**src/rtl/riscv_pipe_pkg.sv**
```systemverilog
// Shared pipeline encodings for the RV32I core: forwarding selects, result
// sources, CtrlD bit-field offsets and ALU operation codes.
package riscv_pipe_pkg;

  typedef enum logic [1:0] {
    FWD_RF  = 2'b00,
    FWD_WB  = 2'b01,
    FWD_MEM = 2'b10
  } fwdSelT;

  localparam logic [1:0] RES_ALU = 2'b00;
  localparam logic [1:0] RES_MEM = 2'b01;
  localparam logic [1:0] RES_PC4 = 2'b10;

  // CtrlD = {ALUControl[2:0], funct3[2:0], ALUSrc, RegWrite, MemWrite, ResultSrc[1:0], Branch, Jump}
  localparam int unsigned CTRL_W        = 13;
  localparam int unsigned CTRL_ALUCTL   = 10;
  localparam int unsigned CTRL_FUNCT3   = 7;
  localparam int unsigned CTRL_ALUSRC   = 6;
  localparam int unsigned CTRL_REGWRITE = 5;
  localparam int unsigned CTRL_MEMWRITE = 4;
  localparam int unsigned CTRL_RESSRC   = 2;
  localparam int unsigned CTRL_BRANCH   = 1;
  localparam int unsigned CTRL_JUMP     = 0;

  localparam logic [2:0] ALU_ADD = 3'b000;
  localparam logic [2:0] ALU_SUB = 3'b001;
  localparam logic [2:0] ALU_AND = 3'b010;
  localparam logic [2:0] ALU_OR  = 3'b011;
  localparam logic [2:0] ALU_XOR = 3'b100;
  localparam logic [2:0] ALU_SLT = 3'b101;
  localparam logic [2:0] ALU_SLL = 3'b110;
  localparam logic [2:0] ALU_SRL = 3'b111;

endpackage

```
**src/rtl/forwarding_unit.sv**
```systemverilog
// Selects the forwarding source for each execute-stage operand; MEM beats WB,
// and x0 is never forwarded.
module forwarding_unit
  import riscv_pipe_pkg::*;
#(
  parameter int unsigned RA_W = 5
) (
  input  logic [RA_W-1:0] Rs1E,
  input  logic [RA_W-1:0] Rs2E,
  input  logic [RA_W-1:0] RdM,
  input  logic            RegWriteM,
  input  logic [RA_W-1:0] RdW,
  input  logic            RegWriteW,
  output fwdSelT          ForwardAE,
  output fwdSelT          ForwardBE
);

  function automatic fwdSelT selectSrc(input logic [RA_W-1:0] rs);
    if (RegWriteM && (RdM != '0) && (RdM == rs)) begin
      return FWD_MEM;
    end else if (RegWriteW && (RdW != '0) && (RdW == rs)) begin
      return FWD_WB;
    end
    return FWD_RF;
  endfunction

  always_comb begin
    ForwardAE = selectSrc(Rs1E);
    ForwardBE = selectSrc(Rs2E);
  end

endmodule

```
**src/rtl/id_ex_stage.sv**
```systemverilog
// ID/EX pipeline register with operand forwarding, load-use detection and
// branch/jump resolution feeding the execute-stage ALU.
module id_ex_stage
  import riscv_pipe_pkg::*;
#(
  parameter int unsigned XLEN = 32,
  parameter int unsigned RA_W = 5
) (
  input  logic              clk,
  input  logic              reset,
  input  logic              StallE,
  input  logic              FlushE,
  input  logic              validD,
  input  logic [CTRL_W-1:0] CtrlD,
  input  logic [XLEN-1:0]   RD1D,
  input  logic [XLEN-1:0]   RD2D,
  input  logic [XLEN-1:0]   ImmExtD,
  input  logic [XLEN-1:0]   PCD,
  input  logic [RA_W-1:0]   Rs1D,
  input  logic [RA_W-1:0]   Rs2D,
  input  logic [RA_W-1:0]   RdD,
  input  logic [XLEN-1:0]   ALUResultM,
  input  logic [RA_W-1:0]   RdM,
  input  logic              RegWriteM,
  input  logic [XLEN-1:0]   ResultW,
  input  logic [RA_W-1:0]   RdW,
  input  logic              RegWriteW,
  input  logic              branch_taken,
  output logic [XLEN-1:0]   SrcAE,
  output logic [XLEN-1:0]   SrcBE,
  output logic [2:0]        ALUControlE,
  output logic [2:0]        functE,
  output logic [XLEN-1:0]   WriteDataE,
  output logic [RA_W-1:0]   RdE,
  output logic              RegWriteE,
  output logic              MemWriteE,
  output logic [1:0]        ResultSrcE,
  output logic [XLEN-1:0]   PCPlus4E,
  output logic [XLEN-1:0]   PCTargetE,
  output logic              PCSrcE,
  output logic              validE,
  output logic              lwStall
);

  logic [CTRL_W-1:0] ctrlE;
  logic [XLEN-1:0]   RD1E, RD2E, ImmExtE, PCE;
  logic [RA_W-1:0]   Rs1E, Rs2E;
  logic              bubble;
  fwdSelT            ForwardAE, ForwardBE;

  assign bubble = FlushE | PCSrcE | lwStall;

  // A stall outranks every bubble source so a held branch keeps redirecting.
  always_ff @(posedge clk or posedge reset) begin
    if (reset) begin
      validE  <= 1'b0;
      ctrlE   <= '0;
      RD1E    <= '0;
      RD2E    <= '0;
      ImmExtE <= '0;
      PCE     <= '0;
      Rs1E    <= '0;
      Rs2E    <= '0;
      RdE     <= '0;
    end else if (!StallE) begin
      if (bubble) begin
        validE  <= 1'b0;
        ctrlE   <= '0;
        RD1E    <= '0;
        RD2E    <= '0;
        ImmExtE <= '0;
        PCE     <= '0;
        Rs1E    <= '0;
        Rs2E    <= '0;
        RdE     <= '0;
      end else begin
        validE  <= validD;
        ctrlE   <= CtrlD;
        RD1E    <= RD1D;
        RD2E    <= RD2D;
        ImmExtE <= ImmExtD;
        PCE     <= PCD;
        Rs1E    <= Rs1D;
        Rs2E    <= Rs2D;
        RdE     <= RdD;
      end
    end
  end

  forwarding_unit #(
    .RA_W(RA_W)
  ) u_fwd (
    .Rs1E      (Rs1E),
    .Rs2E      (Rs2E),
    .RdM       (RdM),
    .RegWriteM (RegWriteM),
    .RdW       (RdW),
    .RegWriteW (RegWriteW),
    .ForwardAE (ForwardAE),
    .ForwardBE (ForwardBE)
  );

  always_comb begin
    case (ForwardAE)
      FWD_MEM: SrcAE = ALUResultM;
      FWD_WB:  SrcAE = ResultW;
      default: SrcAE = RD1E;
    endcase
    case (ForwardBE)
      FWD_MEM: WriteDataE = ALUResultM;
      FWD_WB:  WriteDataE = ResultW;
      default: WriteDataE = RD2E;
    endcase
  end

  assign SrcBE       = ctrlE[CTRL_ALUSRC] ? ImmExtE : WriteDataE;
  assign ALUControlE = ctrlE[CTRL_ALUCTL +: 3];
  assign functE      = ctrlE[CTRL_FUNCT3 +: 3];
  assign RegWriteE   = ctrlE[CTRL_REGWRITE];
  assign MemWriteE   = ctrlE[CTRL_MEMWRITE];
  assign ResultSrcE  = ctrlE[CTRL_RESSRC +: 2];

  assign PCPlus4E  = PCE + XLEN'(4);
  assign PCTargetE = PCE + ImmExtE;

  assign PCSrcE  = validE & ((ctrlE[CTRL_BRANCH] & branch_taken) | ctrlE[CTRL_JUMP]);
  assign lwStall = validE && (ResultSrcE == RES_MEM) && (RdE != '0) &&
                   ((RdE == Rs1D) || (RdE == Rs2D));

endmodule

```
**config.mk**
```make
export PLATFORM = sky130hd
export DESIGN_NAME = id_ex_stage
export DESIGN_NICKNAME = d
export VERILOG_FILES = /design/src/rtl/riscv_pipe_pkg.sv /design/src/rtl/forwarding_unit.sv /design/src/rtl/id_ex_stage.sv
export SDC_FILE = /design/constraint.sdc
export NUM_CORES = 1
export LEC_CHECK = 0
export ABC_AREA = 1
export CAP_MARGIN = 20
export CORE_MARGIN = 2
export CORE_UTILIZATION = 43
export DETAILED_ROUTE_END_ITERATION = 7
export GPL_ROUTABILITY_DRIVEN = 0
export PLACE_DENSITY = 0.78
export SLEW_MARGIN = 20
export SYNTH_ARGS = -nofsm -noshare
export SYNTH_HDL_FRONTEND = slang
export SYNTH_HIERARCHICAL = 1
export SYNTH_SLANG_ARGS = --single-unit
```
**constraint.sdc**
```tcl
create_clock -name clk -period 5.3 [get_ports clk]
set_clock_uncertainty 0.05 [all_clocks]
set_input_delay 1.06 -clock clk [delete_from_list [all_inputs] [get_ports clk]]
set_output_delay 1.06 -clock clk [all_outputs]
set_load 0.1 [all_outputs]
```
==> metrics.cfg <==
[pwr]
leakagePower_nw = 10.15
swShare = 0.4916
comb_power_share = 0.524
powerDensity_nw_per_um2 = 301.4
switchingPower_w = 0.002807
p_int_w = 0.002903
ir_drop_uv = 240.1
p_seq_frac = 0.249
power_frac_clock = 0.227

[yosys]
syn_nets = 2425
synth_seq_area_share = 0.3026
syn_area_um2 = 12980
synthDistinctLibCells = 29
synthCells = 2150
ys.warnings.count = 6
postSynthAreaPerCell_um2 = 6.038
synth-seq-cells = 157

[sta]
min_period_ps = 4989
finalSetupViolations = 0
period_share = 0.9413
setup_slack_ps = 311.3
relSlewSlack = 0.3027
hold_viol = 0
worstMarginPinSlew_ps = 1046
final.setup.tns_ps = 0
fmax_mhz = 200.5
maxSlewViolCount = 0
rsz0062_at_grt = false

[global_route]
grt_pass1_wl_mm = 81.23
overflow = 0
grt_pass1_vias = 14120
grt_antenna_before_repair = 7
grt_util_all_layers = 0.3374
grt_start_max_net_pins = 158

[layout]
nNetsFinal = 2773
fin_cells = 2905
drive_gt1_frac = 0.09598
syn_to_final_growth_pct = 45.93

[job]
cap_violations = 0

[clocking]
cts_hold_buffers = 0
cts_buffer_depth = 2
clock_sinks = 157
cts-root-buf = clkbuf_16
htreeDepth = 4
clk_pin_slew_ps = 70
cts_resized = 0
postCtsSetupRepairBufs = 0
cts_buffers = 17
worst_skew_pair.late_latency_ps = 430
cts_tree = done

[critical_path]
worstPathRequired_ps = 4190
rrSetupSlack_ps = 2590
endpoint_kind = output pin
r2r_end = RD2E[10]$_DFFE_PP0N_
crit_arrival_ps = 3880
start_kind = input port
crit_fanout = 32
r2r-start = RdE[0]$_DFFE_PP0N_
path_class = in -> out
r2r_cells = 8

[hold_path]
hold_path_depth = 2
holdPathEnd = RD1E[30]$_DFFE_PP0N_
min_from = RD1E[30]$_DFFE_PP0N_
hold_class = reg -> reg

[drt]
drt-total-wl_mm = 53.88
ant_nets = 0
drc = 0
drtIter0Drc = 1908
wire_per_inst_um = 18.55
via_per_inst = 5.306
vias = 15420
wl_met1_mm = 21.17
wl_met3_mm = 5.607
top_layer_used = met5
dr_wl_met2_mm = 24.30
drt_pre_antenna_iters = 6

[die]
initial_core_util = 0.4369
coreArea_um2 = 29720
die_area_um2 = 31600
rows = 63
io_pins = 416
die_x_um = 177.8
die_h_um = 177.8

[placed_design]
pre_cts_ws_ps = 411.7
port-buffer-count = 415
hpwl_mm = 41.19
dpl.cell_count = 2869

[status]
outcome = completed

## critical path, stage by stage
cell             delay (ps)
clkdlybuf4s50_1         550
inv_1                    80
nand2_1                  60
nand2_1                  70
nor2_1                  120
nand3_1                 100
nor2_2                  200
nor2_1                  100
inv_1                    70
ha_1                    300
inv_1                   130
buf_12                  200
nor2_1                   80
a21oi_2                 300
nand2_1                  90
nand2_1                 170
buf_12                  200
## Yosys cell counts, drive strengths merged
cell	n	share of area
nand2	781	0.23
inv	311	0.090
nor2	305	0.089
nand3	200	0.089
dfrtp	157	0.30
a21oi	149	0.057
clkbuf	66	0.019
buf	46	0.031
xor2	43	0.029
ha	36	0.035
xnor2	20	0.013
nor3	17	0.0066
nand4	12	0.0058
o21bai	2	0.0012
a21o	1	0.00058
fa	1	0.0015
nand3b	1	0.00058
nor4	1	0.00096
o21ai	1	0.00039
## worst max-delay path by stage
stage,slack (ps),from,depth (start not counted),endpoint
finish,310,RdM[1],17,SrcBE[27]
global route,190,RdM[1],17,SrcBE[30]
CTS,390,RdM[1],17,SrcBE[27]
detailed placement,410,RdM[1],17,SrcBE[27]
global placement,430,RdW[3],14,SrcBE[14]
floorplan,100,RdW[3],14,SrcBE[10]
## registers in the layout (all words and copies together), names as in the netlist
register  count
Rs2E          5
validE        1
ImmExtE      32
PCE          32
RD2E         32
RdE           5
Rs1E          5
ctrlE        13
RD1E         32
## area by class of cell
class                   count  area (µm²)
diodes                      4       10.01
clock buffers              18       429.2
clock inverters            14       156.4
fillers                  2624       10770
inverters                 311        1171
multi-input cells        1570        7367
flip-flops and latches    157        3929
well taps                 390       488.0
repair buffers            441        5395
## metal layers
| layer | vias up | global-route usage |
|---|---|---|
| met1 | 7056 | 0.4351 |
| li1 | 7228 | - |
| met2 | 948 | 0.5270 |
| met3 | 177 | 0.08548 |
| met4 | 6 | 0.1615 |
| met5 | - | 0 |
## cells in the final DEF (no fill, tap or decap), types with 4 or more instances in the layout
master and instances:
xor2_1 43, inv_6 6, clkdlybuf4s50_1 307, dfrtp_1 157, nand3_1 168, nor3_1 17
nor2_1 301, inv_1 306, diode_2 4, buf_4 29, buf_12 103, xnor2_1 20
a21oi_1 117, a21oi_2 32, clkinvlp_4 4, clkbuf_16 17, nand4_1 12, inv_2 4
nand2_1 779, ha_1 36, nand3_2 32
## power by group through the flow
stage               combinational, W  clock [W]  sequential (W)
global placement             0.00295          0         0.00144
global route                 0.00310    0.00135         0.00143
detailed placement           0.00297          0         0.00144
finish                       0.00299    0.00130         0.00142
CTS                          0.00298    0.00130         0.00142
floorplan                    0.00192          0         0.00142
## metrics by stage
stage	hold slack, ps	total power, W	util	instance area, µm²
6_report	435.1	0.005710	0.6375	18950
5_1_grt	449.1	0.005888	0.6373	18940
4_1_cts	435.2	0.005694	0.6372	18940
3_5_place_dp	416.5	0.004410	0.6175	18350
3_3_place_gp	413.9	0.004385	0.6166	18320
2_1_floorplan	399.4	0.003346	-	13110
## kinds of logic (layout without fill, tap and decap cells)
family / count (synthesis) / in the layout / share of synthesized area
compound gates: 153 / 153 / 0.05956
flops: 157 / 157 / 0.3026
fa+ha+maj: 37 / 37 / 0.03624
buf+inv: 423 / 784 / 0.1404
simple gates: 1317 / 1317 / 0.4187
xor+xnor: 63 / 63 / 0.04250
other cells: 0 / 4 / 0
Note: power is estimated with default switching activity, not from simulation.
